<file path="src/rtl/jk_edge_event_counter_if.sv">
// jk_edge_event_counter_if
// Bundles the observed bit, the window commands and the counter status
// between a driver (master) and the edge event counter (slave).
interface jk_edge_event_counter_if #(
    parameter int WIDTH = 8
);
    logic             din;
    logic             arm;
    logic             clear;
    logic [WIDTH-1:0] thresh;
    logic [WIDTH-1:0] count;
    logic             rise_p;
    logic             fall_p;
    logic             busy;
    logic             hit;
    logic             ovf;

    modport master (
        output din, arm, clear, thresh,
        input  count, rise_p, fall_p, busy, hit, ovf
    );

    modport slave (
        input  din, arm, clear, thresh,
        output count, rise_p, fall_p, busy, hit, ovf
    );
endinterface

</file>
<file path="src/rtl/jk_edge_event_counter.sv">
// jk_edge_event_counter
// Watches the q output of an upstream JK flip-flop, pulses on its rising
// and falling transitions and counts the selected ones inside an armed
// window until a programmable threshold is reached.
// Build option: define EDGE_COUNTER_SAT_EN to make the counter saturate at
// its maximum instead of wrapping to zero (ovf is set in both builds).
module jk_edge_event_counter #(
    parameter int WIDTH     = 8,
    parameter int EDGE_MODE = 2
) (
    input  logic                    clk,
    input  logic                    reset,
    jk_edge_event_counter_if.slave  bus
);

    typedef enum logic [1:0] {
        IDLE     = 2'd0,
        COUNTING = 2'd1,
        DONE     = 2'd2
    } state_t;

    localparam logic [WIDTH-1:0] CNT_MAX = '1;

    state_t           state;
    logic             din_r;
    logic             din_rr;
    logic [WIDTH-1:0] count;
    logic             busy;
    logic             hit;
    logic             ovf;

    logic             rise;
    logic             fall;
    logic             ev;
    logic             at_max;
    logic [WIDTH-1:0] count_inc;
    logic [WIDTH-1:0] count_next;

    // Edges are decoded purely from the two sample registers so the pulses
    // are clean and last exactly one cycle.
    assign rise = din_r & ~din_rr;
    assign fall = ~din_r & din_rr;

    // Select which transitions count as events for this instance.
    always_comb begin
        ev = 1'b0;
        if (EDGE_MODE == 0) begin
            ev = rise;
        end else if (EDGE_MODE == 1) begin
            ev = fall;
        end else begin
            ev = rise | fall;
        end
    end

    assign at_max    = (count == CNT_MAX);
    assign count_inc = count + WIDTH'(1);

    // Value the counter takes on a qualifying event; at the top it either
    // holds (saturating build) or rolls over to zero (default build).
    always_comb begin
        count_next = count_inc;
`ifdef EDGE_COUNTER_SAT_EN
        if (at_max) begin
            count_next = CNT_MAX;
        end
`else
        count_next = count_inc;
`endif
    end

    // Sample history plus the window FSM; clear beats arm, and arm beats a
    // same-cycle event, so any command discards a pending edge.
    always_ff @(posedge clk or negedge reset) begin
        if (!reset) begin
            din_r  <= 1'b0;
            din_rr <= 1'b0;
            state  <= IDLE;
            count  <= '0;
            busy   <= 1'b0;
            hit    <= 1'b0;
            ovf    <= 1'b0;
        end else begin
            din_r  <= bus.din;
            din_rr <= din_r;
            if (bus.clear) begin
                state <= IDLE;
                count <= '0;
                busy  <= 1'b0;
                hit   <= 1'b0;
                ovf   <= 1'b0;
            end else if (bus.arm) begin
                count <= '0;
                ovf   <= 1'b0;
                if (bus.thresh == '0) begin
                    state <= DONE;
                    busy  <= 1'b0;
                    hit   <= 1'b1;
                end else begin
                    state <= COUNTING;
                    busy  <= 1'b1;
                    hit   <= 1'b0;
                end
            end else begin
                case (state)
                    IDLE: begin
                        busy <= 1'b0;
                        hit  <= 1'b0;
                    end
                    COUNTING: begin
                        if (ev) begin
                            count <= count_next;
                            if (at_max) begin
                                ovf <= 1'b1;
                            end
                            if (count_next == bus.thresh) begin
                                state <= DONE;
                                busy  <= 1'b0;
                                hit   <= 1'b1;
                            end
                        end
                    end
                    DONE: begin
                        busy <= 1'b0;
                        hit  <= 1'b1;
                    end
                    default: begin
                        state <= IDLE;
                        count <= '0;
                        busy  <= 1'b0;
                        hit   <= 1'b0;
                        ovf   <= 1'b0;
                    end
                endcase
            end
        end
    end

    assign bus.count  = count;
    assign bus.rise_p = rise;
    assign bus.fall_p = fall;
    assign bus.busy   = busy;
    assign bus.hit    = hit;
    assign bus.ovf    = ovf;

endmodule
</file>
<file path="src/flat_wrapper.sv">
// flat-port wrapper written by rule: the top's interface ports become plain ports
module jk_edge_event_counter_flat 
#(
    parameter int WIDTH     = 8,
    parameter int EDGE_MODE = 2
)
  (clk, reset, bus_din, bus_arm, bus_clear, bus_thresh, bus_count, bus_rise_p, bus_fall_p, bus_busy, bus_hit, bus_ovf);
  jk_edge_event_counter_if #(.WIDTH(WIDTH)) bus_i ();
  input  logic clk;
  input  logic reset;
  input wire logic [$bits(bus_i.din)-1:0] bus_din;
  input wire logic [$bits(bus_i.arm)-1:0] bus_arm;
  input wire logic [$bits(bus_i.clear)-1:0] bus_clear;
  input wire logic [$bits(bus_i.thresh)-1:0] bus_thresh;
  output wire logic [$bits(bus_i.count)-1:0] bus_count;
  output wire logic [$bits(bus_i.rise_p)-1:0] bus_rise_p;
  output wire logic [$bits(bus_i.fall_p)-1:0] bus_fall_p;
  output wire logic [$bits(bus_i.busy)-1:0] bus_busy;
  output wire logic [$bits(bus_i.hit)-1:0] bus_hit;
  output wire logic [$bits(bus_i.ovf)-1:0] bus_ovf;
  assign bus_i.din = bus_din;
  assign bus_i.arm = bus_arm;
  assign bus_i.clear = bus_clear;
  assign bus_i.thresh = bus_thresh;
  assign bus_count = bus_i.count;
  assign bus_rise_p = bus_i.rise_p;
  assign bus_fall_p = bus_i.fall_p;
  assign bus_busy = bus_i.busy;
  assign bus_hit = bus_i.hit;
  assign bus_ovf = bus_i.ovf;
  jk_edge_event_counter #(.WIDTH(WIDTH), .EDGE_MODE(EDGE_MODE)) u_core (.clk(clk), .reset(reset), .bus(bus_i));
endmodule
</file>
<file path="config.mk">
export PLATFORM = sky130hd
export DESIGN_NAME = jk_edge_event_counter_flat
export DESIGN_NICKNAME = d
export VERILOG_FILES = /design/src/rtl/jk_edge_event_counter_if.sv /design/src/rtl/jk_edge_event_counter.sv /design/src/flat_wrapper.sv
export SDC_FILE = /design/constraint.sdc
export NUM_CORES = 1
export LEC_CHECK = 0
export CORE_MARGIN = 2
export CORE_UTILIZATION = 50
export CTS_BUF_LIST = sky130_fd_sc_hd__clkbuf_4
export DETAILED_ROUTE_END_ITERATION = 6
export HOLD_SLACK_MARGIN = 0.03
export PLACE_DENSITY = 0.9
export RECOVER_POWER = 100
export SLEW_MARGIN = 0
export SYNTH_ARGS = -nofsm -noshare
export SYNTH_HDL_FRONTEND = slang
export SYNTH_SLANG_ARGS = --single-unit
</file>
<file path="constraint.sdc">
create_clock -name clk -period 3.2 [get_ports clk]
set_input_delay 0.48 -clock clk [delete_from_list [all_inputs] [get_ports clk]]
set_output_delay 0.48 -clock clk [all_outputs]
set_load 0.01 [all_outputs]
</file>
==> impl_metrics.prom, run 1 <==
# TYPE chip_impl_metric gauge
chip_impl_info{name="result_of_the_run",value="finished clean"} 1
chip_impl_metric{name="post_synth.cell_area_avg",unit="um2"} 9.492
chip_impl_metric{name="placement.io_buffers",unit=""} 25
chip_impl_metric{name="irDropWorstVdd",unit="mV"} 0.2274
chip_impl_info{name="yosys.cell_count.top_type",value="sky130_fd_sc_hd__dfrtp_1"} 1
chip_impl_info{name="tritoncts",value="done"} 1
chip_impl_metric{name="max_clock_freq",unit="GHz"} 0.4402
chip_impl_metric{name="hold_buffers",unit=""} 0
chip_impl_metric{name="synth_cell_types",unit=""} 34
chip_impl_metric{name="combinational_cell_fraction_of_total_power",unit=""} 0.184
chip_impl_metric{name="synth-async-reset-ratio",unit=""} 1.000
chip_impl_metric{name="largest_fanout_on_the_critical_path",unit=""} 7
chip_impl_info{name="worstPathCellList",value="ha_1, nand3_1, xnor2_1, nand4_1, o31ai_1, mux2_4"} 1
chip_impl_metric{name="final_layout_size_suffix_gt1_frac",unit=""} 0.07576
chip_impl_metric{name="routed_via_density",unit=""} 5.755
chip_impl_metric{name="layout.core_utilization",unit=""} 0.6730
chip_impl_metric{name="clkTransAtPathRegs",unit="ps"} 90
chip_impl_metric{name="cells_resized_by_post_cts_repair",unit=""} 0
chip_impl_info{name="synth.cells.most_frequent",value="15 x sky130_fd_sc_hd__dfrtp_1, 13 x sky130_fd_sc_hd__o21ai_0, 9 x sky130_fd_sc_hd__nor2_1"} 1
chip_impl_metric{name="first_pass_grt_wire_length",unit="um"} 3960
chip_impl_metric{name="synth-edff-count",unit=""} 0
chip_impl_metric{name="wirelength",unit="um"} 2226
chip_impl_metric{name="area_delta_synth_final",unit="%"} 29.66
chip_impl_metric{name="critical_path_required",unit="ps"} 3380
chip_impl_metric{name="cts_buffers",unit=""} 3
chip_impl_metric{name="pre_cts_ws",unit="ps"} 968.0
chip_impl_metric{name="timing_max_transition_violations_final",unit=""} 0
chip_impl_metric{name="clkLatencyLatePin",unit="ps"} 290
chip_impl_metric{name="number_of_post_cts_setup_repair_buffers",unit=""} 0
chip_impl_metric{name="wl_per_cell",unit="um"} 14.00
chip_impl_metric{name="worst_slew_pin_slew",unit="ps"} 644.1
chip_impl_metric{name="rows",unit=""} 16
chip_impl_metric{name="synth_top_area_frac",unit=""} 0.3802
chip_impl_info{name="rsz0062_at_grt",value="no"} 1
chip_impl_metric{name="final.setup.tns",unit="ps"} 0
chip_impl_metric{name="dp.final_hpwl",unit="um"} 1721
chip_impl_metric{name="htree_levels",unit=""} 1
chip_impl_metric{name="timing.clock.skew",unit="ps"} 2.526
chip_impl_metric{name="post-layout-total-power",unit="uW"} 391.6
chip_impl_info{name="worstReg2RegStart",value="u_core.bus.count[0]$_DFFE_PN0P_"} 1
chip_impl_metric{name="fin_ws",unit="ps"} 928.3
chip_impl_metric{name="synth-seq-cells",unit=""} 15
chip_impl_metric{name="cap_violations",unit=""} 0
chip_impl_metric{name="postRouteAntennaNets",unit=""} 0
chip_impl_metric{name="via_count_of_the_first_global_routing_pass",unit=""} 890
chip_impl_metric{name="initialDrtViolationCount",unit=""} 31
chip_impl_metric{name="timing.final.crit_share",unit=""} 0.7099
chip_impl_metric{name="multi_input_area",unit="um2"} 568.0
chip_impl_metric{name="coreArea",unit="um2"} 1902
chip_impl_metric{name="register_area",unit="um2"} 375.4
chip_impl_metric{name="p_int",unit="uW"} 287.9
chip_impl_metric{name="instance_count_of_the_mapped_netlist",unit=""} 104
chip_impl_metric{name="die_width",unit="um"} 48.44
chip_impl_info{name="cell_type_with_the_largest_total_area_after_synthesis",value="sky130_fd_sc_hd__dfrtp_1"} 1
chip_impl_metric{name="synthesis.yosys.warnings",unit=""} 0
chip_impl_metric{name="grt_antenna_before_repair",unit=""} 0
chip_impl_metric{name="n_antenna_cell",unit=""} 0
chip_impl_metric{name="cts_buffer_depth",unit=""} 2
chip_impl_info{name="timing_worst_setup_path_type",value="flip-flop to flip-flop"} 1
chip_impl_info{name="critical-path-slowest-cell",value="sky130_fd_sc_hd__o31ai_1"} 1
chip_impl_metric{name="power_leakage",unit="nW"} 0.5838
chip_impl_metric{name="fin_crit",unit="ps"} 2272
chip_impl_metric{name="gp_routability_congestion",unit=""} 0.9183
chip_impl_metric{name="hold_ws",unit="ps"} 419.7
chip_impl_info{name="setup.worst_path.end_class",value="flip-flop"} 1
chip_impl_metric{name="pwr_density_cell",unit="nW/um2"} 305.9
chip_impl_metric{name="timing_hold_violations_final",unit=""} 0
chip_impl_metric{name="seq_area_frac_synth",unit=""} 0.3802
chip_impl_metric{name="netSwitchingFraction",unit=""} 0.2647
chip_impl_metric{name="drc",unit=""} 0
chip_impl_metric{name="syn_area",unit="um2"} 987.2
chip_impl_metric{name="die_area",unit="um2"} 2346
chip_impl_info{name="critPathLaunchType",value="flip-flop"} 1
chip_impl_metric{name="critPathMaxStageDelay",unit="ps"} 530
chip_impl_metric{name="ios",unit=""} 26
chip_impl_metric{name="grt-ovfl-total",unit=""} 0
chip_impl_info{name="synth.area.top_cells",value="sky130_fd_sc_hd__dfrtp_1 38%, sky130_fd_sc_hd__ha_1 7.6%, sky130_fd_sc_hd__xnor2_1 7.1%"} 1
chip_impl_metric{name="floorplan.initialDensity",unit=""} 0.5191
chip_impl_info{name="hold_path_class",value="flip-flop to flip-flop"} 1
chip_impl_metric{name="vias",unit=""} 915
chip_impl_metric{name="power.share.clock",unit=""} 0.306
chip_impl_metric{name="dieHeight",unit="um"} 48.44
chip_impl_metric{name="overall_track_demand_over_capacity_in_global_routing",unit=""} 0.2151
chip_impl_metric{name="power_frac_seq",unit=""} 0.509
chip_impl_metric{name="drt_first_pass_iters",unit=""} 4
chip_impl_metric{name="final_setup_violation_count",unit=""} 0
chip_impl_metric{name="nets",unit=""} 152
chip_impl_metric{name="synth_nets",unit=""} 123
chip_impl_metric{name="switching_power",unit="uW"} 103.7
chip_impl_metric{name="grt_max_degree",unit=""} 16
chip_impl_metric{name="clock_sink_count",unit=""} 15
chip_impl_info{name="source_of_the_critical_timing_path",value="u_core.bus.count[0]$_DFFE_PN0P_"} 1
chip_impl_info{name="clockRootBuffer",value="sky130_fd_sc_hd__clkbuf_4"} 1
chip_impl_info{name="min-delay-start",value="u_core.din_r$_DFF_PN0_"} 1
chip_impl_metric{name="timing.slew.headroom",unit=""} 0.5692
chip_impl_info{name="yosys_most_used_dff",value="sky130_fd_sc_hd__dfrtp_1"} 1
chip_impl_metric{name="fillerInstances",unit=""} 165
chip_impl_metric{name="cp.arrival",unit="ps"} 2450
-- placed cells by master (no fill, tap or decap), types with 2 or more instances in the layout --
cell type                          n
sky130_fd_sc_hd__clkbuf_4          4
sky130_fd_sc_hd__clkdlybuf4s50_1   9
sky130_fd_sc_hd__nand3_1           2
sky130_fd_sc_hd__and3_4            2
sky130_fd_sc_hd__nand2_1           6
sky130_fd_sc_hd__xnor2_1           8
sky130_fd_sc_hd__inv_1             6
sky130_fd_sc_hd__dfrtp_1          15
sky130_fd_sc_hd__a21oi_1           3
sky130_fd_sc_hd__dlygate4sd3_1    16
sky130_fd_sc_hd__and3_2            2
sky130_fd_sc_hd__or4_1             2
sky130_fd_sc_hd__nand4_1           3
sky130_fd_sc_hd__o21ai_0          13
sky130_fd_sc_hd__ha_1              6
sky130_fd_sc_hd__o31ai_1           3
sky130_fd_sc_hd__nor3_1            3
sky130_fd_sc_hd__nor2_1            9
sky130_fd_sc_hd__xor2_1            4
-- power groups by stage --
stage               Clock [mW]  Combinational, mW  Sequential (mW)
floorplan                    0             0.0377            0.203
global placement             0             0.0717            0.203
detailed placement           0             0.0749            0.203
CTS                      0.120             0.0755            0.200
global route             0.132             0.0808            0.200
finish                   0.120             0.0721            0.199
-- sequential cells by signal, indices dropped and copies added, names as in the netlist --
signal,cells
u_core.bus.hit,1
u_core.bus.busy,1
u_core.state,2
u_core.bus.count,8
u_core.din_r,1
u_core.bus.ovf,1
u_core.din_rr,1
-- layout make-up --
cell class                 instances  area share
clock buffer                       4     0.02346
timing repair buffer              25      0.1955
tap                               27     0.02639
multi-input combinational         82      0.4438
inverter                           6     0.01760
sequential                        15      0.2933
-- metrics by stage --
| stage | cell area [um2] | std cells |
|---|---|---|
| floorplan | 987.2 | 104 |
| global placement | 1264 | 155 |
| detailed placement | 1264 | 155 |
| CTS | 1294 | 159 |
| global route | 1280 | 159 |
| finish | 1280 | 159 |
-- logic make-up after synthesis --
kind of cell             after synthesis  synth area share
XOR/XNOR                              12            0.1065
buffers and inverters                  7           0.03042
AO/OA/AOI/OAI                         28            0.1914
AND/OR/NAND/NOR                       34            0.1901
flip-flops                            15            0.3802
multiplexers                           2           0.02534
adder cells (fa/ha/maj)                6           0.07604
-- final timing paths --
check / end / slack (ps) / depth (start not counted)
worst max register to register: u_core.bus.hit$_DFFE_PN0P_ / 930 / 6
worst min-delay path: u_core.din_rr$_DFF_PN0_ / 420 / 0
worst max-delay path: u_core.bus.hit$_DFFE_PN0P_ / 930 / 6
min in group asynchronous: u_core.din_rr$_DFF_PN0_ / 650 / 1
worst min register to register: u_core.din_rr$_DFF_PN0_ / 420 / 0
max in group asynchronous: u_core.bus.count[5]$_DFFE_PN0P_ / 2140 / 1
-- routing by layer --
metal | up-vias | track usage | wire (um)
met3 | 9 | 0.04321 | 115
met2 | 37 | 0.3241 | 1017
met5 | - | 0 | 0
met4 | 0 | 0.1381 | 75
met1 | 433 | 0.2823 | 1017
li1 | 436 | - | -
-- worst max-delay path: cells and delay by family, from the launching register on --
kind	cells	cell delay, ps
adder cells (fa/ha/maj)	1	340
AO/OA/AOI/OAI	1	530
flip-flops	1	470
multiplexers	1	350
AND/OR/NAND/NOR	2	290
XOR/XNOR	1	190
(Power assumes the default switching activity.)
==> inputs of run 2 (changes only) <==
==> constraint.sdc (replaced) <==
create_clock -name clk -period 2.3 [get_ports clk]
set_input_delay 0.345 -clock clk [delete_from_list [all_inputs] [get_ports clk]]
set_output_delay 0.345 -clock clk [all_outputs]
set_load 0.01 [all_outputs]
==> impl_metrics.prom, run 2 (synthesized netlist as in run 1, its figures left out) <==
# TYPE chip_impl_metric gauge
chip_impl_info{name="result_of_the_run",value="finished clean"} 1
chip_impl_metric{name="floorplan.initialDensity",unit=""} 0.5191
chip_impl_metric{name="final.setup.tns",unit="ps"} 0
chip_impl_metric{name="layout.core_utilization",unit=""} 0.6822
chip_impl_metric{name="drt_first_pass_iters",unit=""} 5
chip_impl_metric{name="largest_fanout_on_the_critical_path",unit=""} 7
chip_impl_metric{name="drc",unit=""} 0
chip_impl_metric{name="pwr_density_cell",unit="nW/um2"} 416.9
chip_impl_metric{name="cap_violations",unit=""} 0
chip_impl_metric{name="worst_slew_pin_slew",unit="ps"} 670.9
chip_impl_metric{name="number_of_post_cts_setup_repair_buffers",unit=""} 0
chip_impl_metric{name="ios",unit=""} 26
chip_impl_metric{name="wirelength",unit="um"} 2353
chip_impl_metric{name="cp.arrival",unit="ps"} 2350
chip_impl_metric{name="n_antenna_cell",unit=""} 0
chip_impl_metric{name="cts_buffers",unit=""} 3
chip_impl_metric{name="first_pass_grt_wire_length",unit="um"} 4050
chip_impl_metric{name="min_path_cells",unit=""} 0
chip_impl_metric{name="placement.io_buffers",unit=""} 25
chip_impl_info{name="rsz0062_at_grt",value="no"} 1
chip_impl_metric{name="die_width",unit="um"} 48.44
chip_impl_metric{name="hold_buffers",unit=""} 0
chip_impl_metric{name="post-route-cell-area",unit="um2"} 1297
chip_impl_info{name="clockRootBuffer",value="sky130_fd_sc_hd__clkbuf_4"} 1
chip_impl_info{name="setup.worst_path.end_class",value="flip-flop"} 1
chip_impl_metric{name="irDropWorstVdd",unit="mV"} 0.3702
chip_impl_metric{name="final_layout_size_suffix_gt1_frac",unit=""} 0.07463
chip_impl_metric{name="rr_worst_depth",unit=""} 6
chip_impl_info{name="worstReg2RegStart",value="u_core.bus.count[0]$_DFFE_PN0P_"} 1
chip_impl_metric{name="postPlaceCellArea",unit="um2"} 1279
chip_impl_metric{name="flip_flop_count_of_the_largest_register_all_copies_and_words_added",unit=""} 8
chip_impl_metric{name="hold_ws",unit="ps"} 416.0
chip_impl_info{name="most-common-layout-cells",value="15 x sky130_fd_sc_hd__dlygate4sd3_1, 15 x sky130_fd_sc_hd__dfrtp_1, 13 x sky130_fd_sc_hd__o21ai_0"} 1
chip_impl_info{name="critPathLaunchType",value="flip-flop"} 1
chip_impl_metric{name="fin_ws",unit="ps"} 118.3
chip_impl_metric{name="fin_crit",unit="ps"} 2182
chip_impl_metric{name="timing_hold_violations_final",unit=""} 0
chip_impl_metric{name="cells_resized_by_post_cts_repair",unit=""} 0
chip_impl_metric{name="htree_levels",unit=""} 1
chip_impl_metric{name="initialDrtViolationCount",unit=""} 29
chip_impl_metric{name="wl_per_cell",unit="um"} 14.61
chip_impl_metric{name="final_cells",unit=""} 161
chip_impl_metric{name="post-layout-total-power",unit="uW"} 541.0
chip_impl_metric{name="grt_antenna_before_repair",unit=""} 0
chip_impl_metric{name="timing.clock.skew",unit="ps"} 7.668
chip_impl_metric{name="dieHeight",unit="um"} 48.44
chip_impl_metric{name="rows",unit=""} 16
chip_impl_metric{name="clock_sink_count",unit=""} 15
chip_impl_metric{name="timing.final.crit_share",unit=""} 0.9486
chip_impl_metric{name="dp.final_hpwl",unit="um"} 1822
chip_impl_metric{name="nets",unit=""} 154
chip_impl_info{name="largest-register",value="u_core.bus.count"} 1
chip_impl_metric{name="grt-ovfl-total",unit=""} 0
chip_impl_info{name="worstReg2RegEnd",value="u_core.bus.hit$_DFFE_PN0P_"} 1
chip_impl_info{name="min-delay-start",value="u_core.din_r$_DFF_PN0_"} 1
chip_impl_info{name="top_regs",value="u_core.bus.count (8), u_core.state (2)"} 1
chip_impl_metric{name="timing.reg2reg.setup_slack",unit="ps"} 120
chip_impl_info{name="hold_path_class",value="flip-flop to flip-flop"} 1
chip_impl_info{name="tritoncts",value="done"} 1
chip_impl_metric{name="coreArea",unit="um2"} 1902
chip_impl_metric{name="grt_max_degree",unit=""} 16
chip_impl_metric{name="area_delta_synth_final",unit="%"} 31.43
chip_impl_info{name="min_delay_worst_endpoint",value="u_core.din_rr$_DFF_PN0_"} 1
chip_impl_metric{name="final_setup_violation_count",unit=""} 0
chip_impl_metric{name="pre_cts_ws",unit="ps"} 207.2
chip_impl_metric{name="overall_track_demand_over_capacity_in_global_routing",unit=""} 0.2177
chip_impl_metric{name="gp_routability_congestion",unit=""} 0.8797
chip_impl_metric{name="routed_via_density",unit=""} 5.826
chip_impl_metric{name="dpl.cell_count",unit=""} 157
chip_impl_metric{name="timing_max_transition_violations_final",unit=""} 0
chip_impl_metric{name="timing.slew.headroom",unit=""} 0.5512
chip_impl_metric{name="via_count_of_the_first_global_routing_pass",unit=""} 898
chip_impl_metric{name="clkLatencyLatePin",unit="ps"} 280
chip_impl_metric{name="cts_buffer_depth",unit=""} 2
chip_impl_metric{name="critical_path_required",unit="ps"} 2470
chip_impl_metric{name="vias",unit=""} 938
chip_impl_metric{name="die_area",unit="um2"} 2346
chip_impl_metric{name="clkTransAtPathRegs",unit="ps"} 90
chip_impl_metric{name="postRouteAntennaNets",unit=""} 0
chip_impl_metric{name="max_clock_freq",unit="GHz"} 0.4584
chip_impl_info{name="timing_worst_setup_path_type",value="flip-flop to flip-flop"} 1
chip_impl_metric{name="power_leakage",unit="nW"} 0.5845
==> run 2: changes by cell type in the layout (fill, tap and decap cells not counted), sizes merged <==
cell / before / now
dlygate4sd3: 16 / 15
clkbuf: 4 / 6
clkdlybuf4s50: 9 / 10
==> run 2: per-layer routing <==
metal | global-route usage | wire [um]
met1 | 0.2826 | 1009
met5 | 0 | 0
met3 | 0.04012 | 161
met4 | 0.08571 | 76
met2 | 0.3611 | 1106
==> run 2: cell type report <==
cell class / instances / area (um2)
Clock buffer: 4 / 30.03
Fill cell: 151 / 604.3
Inverter: 6 / 22.52
Multi-Input combinational cell: 82 / 578.1
Sequential cell: 15 / 375.4
Tap cell: 27 / 33.78
Timing Repair Buffer: 27 / 257.7
==> run 2: worst max path at each step <==
| stage | endpoint | startpoint | depth (start not counted) |
|---|---|---|---|
| 6_report | u_core.bus.hit$_DFFE_PN0P_ | u_core.bus.count[0]$_DFFE_PN0P_ | 6 |
| 5_1_grt | u_core.bus.hit$_DFFE_PN0P_ | u_core.bus.count[0]$_DFFE_PN0P_ | 6 |
| 4_1_cts | u_core.bus.hit$_DFFE_PN0P_ | u_core.bus.count[0]$_DFFE_PN0P_ | 6 |
| 3_5_place_dp | u_core.bus.hit$_DFFE_PN0P_ | bus_thresh[4] | 6 |
| 3_3_place_gp | u_core.bus.hit$_DFFE_PN0P_ | u_core.bus.count[0]$_DFFE_PN0P_ | 6 |
| 2_1_floorplan | u_core.bus.hit$_DFFE_PN0P_ | u_core.bus.count[0]$_DFFE_PN0P_ | 6 |
==> run 2: critical path, stage by stage, from the launching register on <==
cell and delay, ps:
sky130_fd_sc_hd__dfrtp_1 460, sky130_fd_sc_hd__ha_1 350, sky130_fd_sc_hd__nand3_1 200, sky130_fd_sc_hd__xnor2_1 250, sky130_fd_sc_hd__nand4_1 190, sky130_fd_sc_hd__o31ai_4 270, sky130_fd_sc_hd__mux2_1 340
==> run 2: report_power, final <==
group,internal [mW],switching [mW]
Sequential,0.271,0.00624
Combinational,0.0496,0.0523
Clock,0.0792,0.0823
Total,0.400,0.141
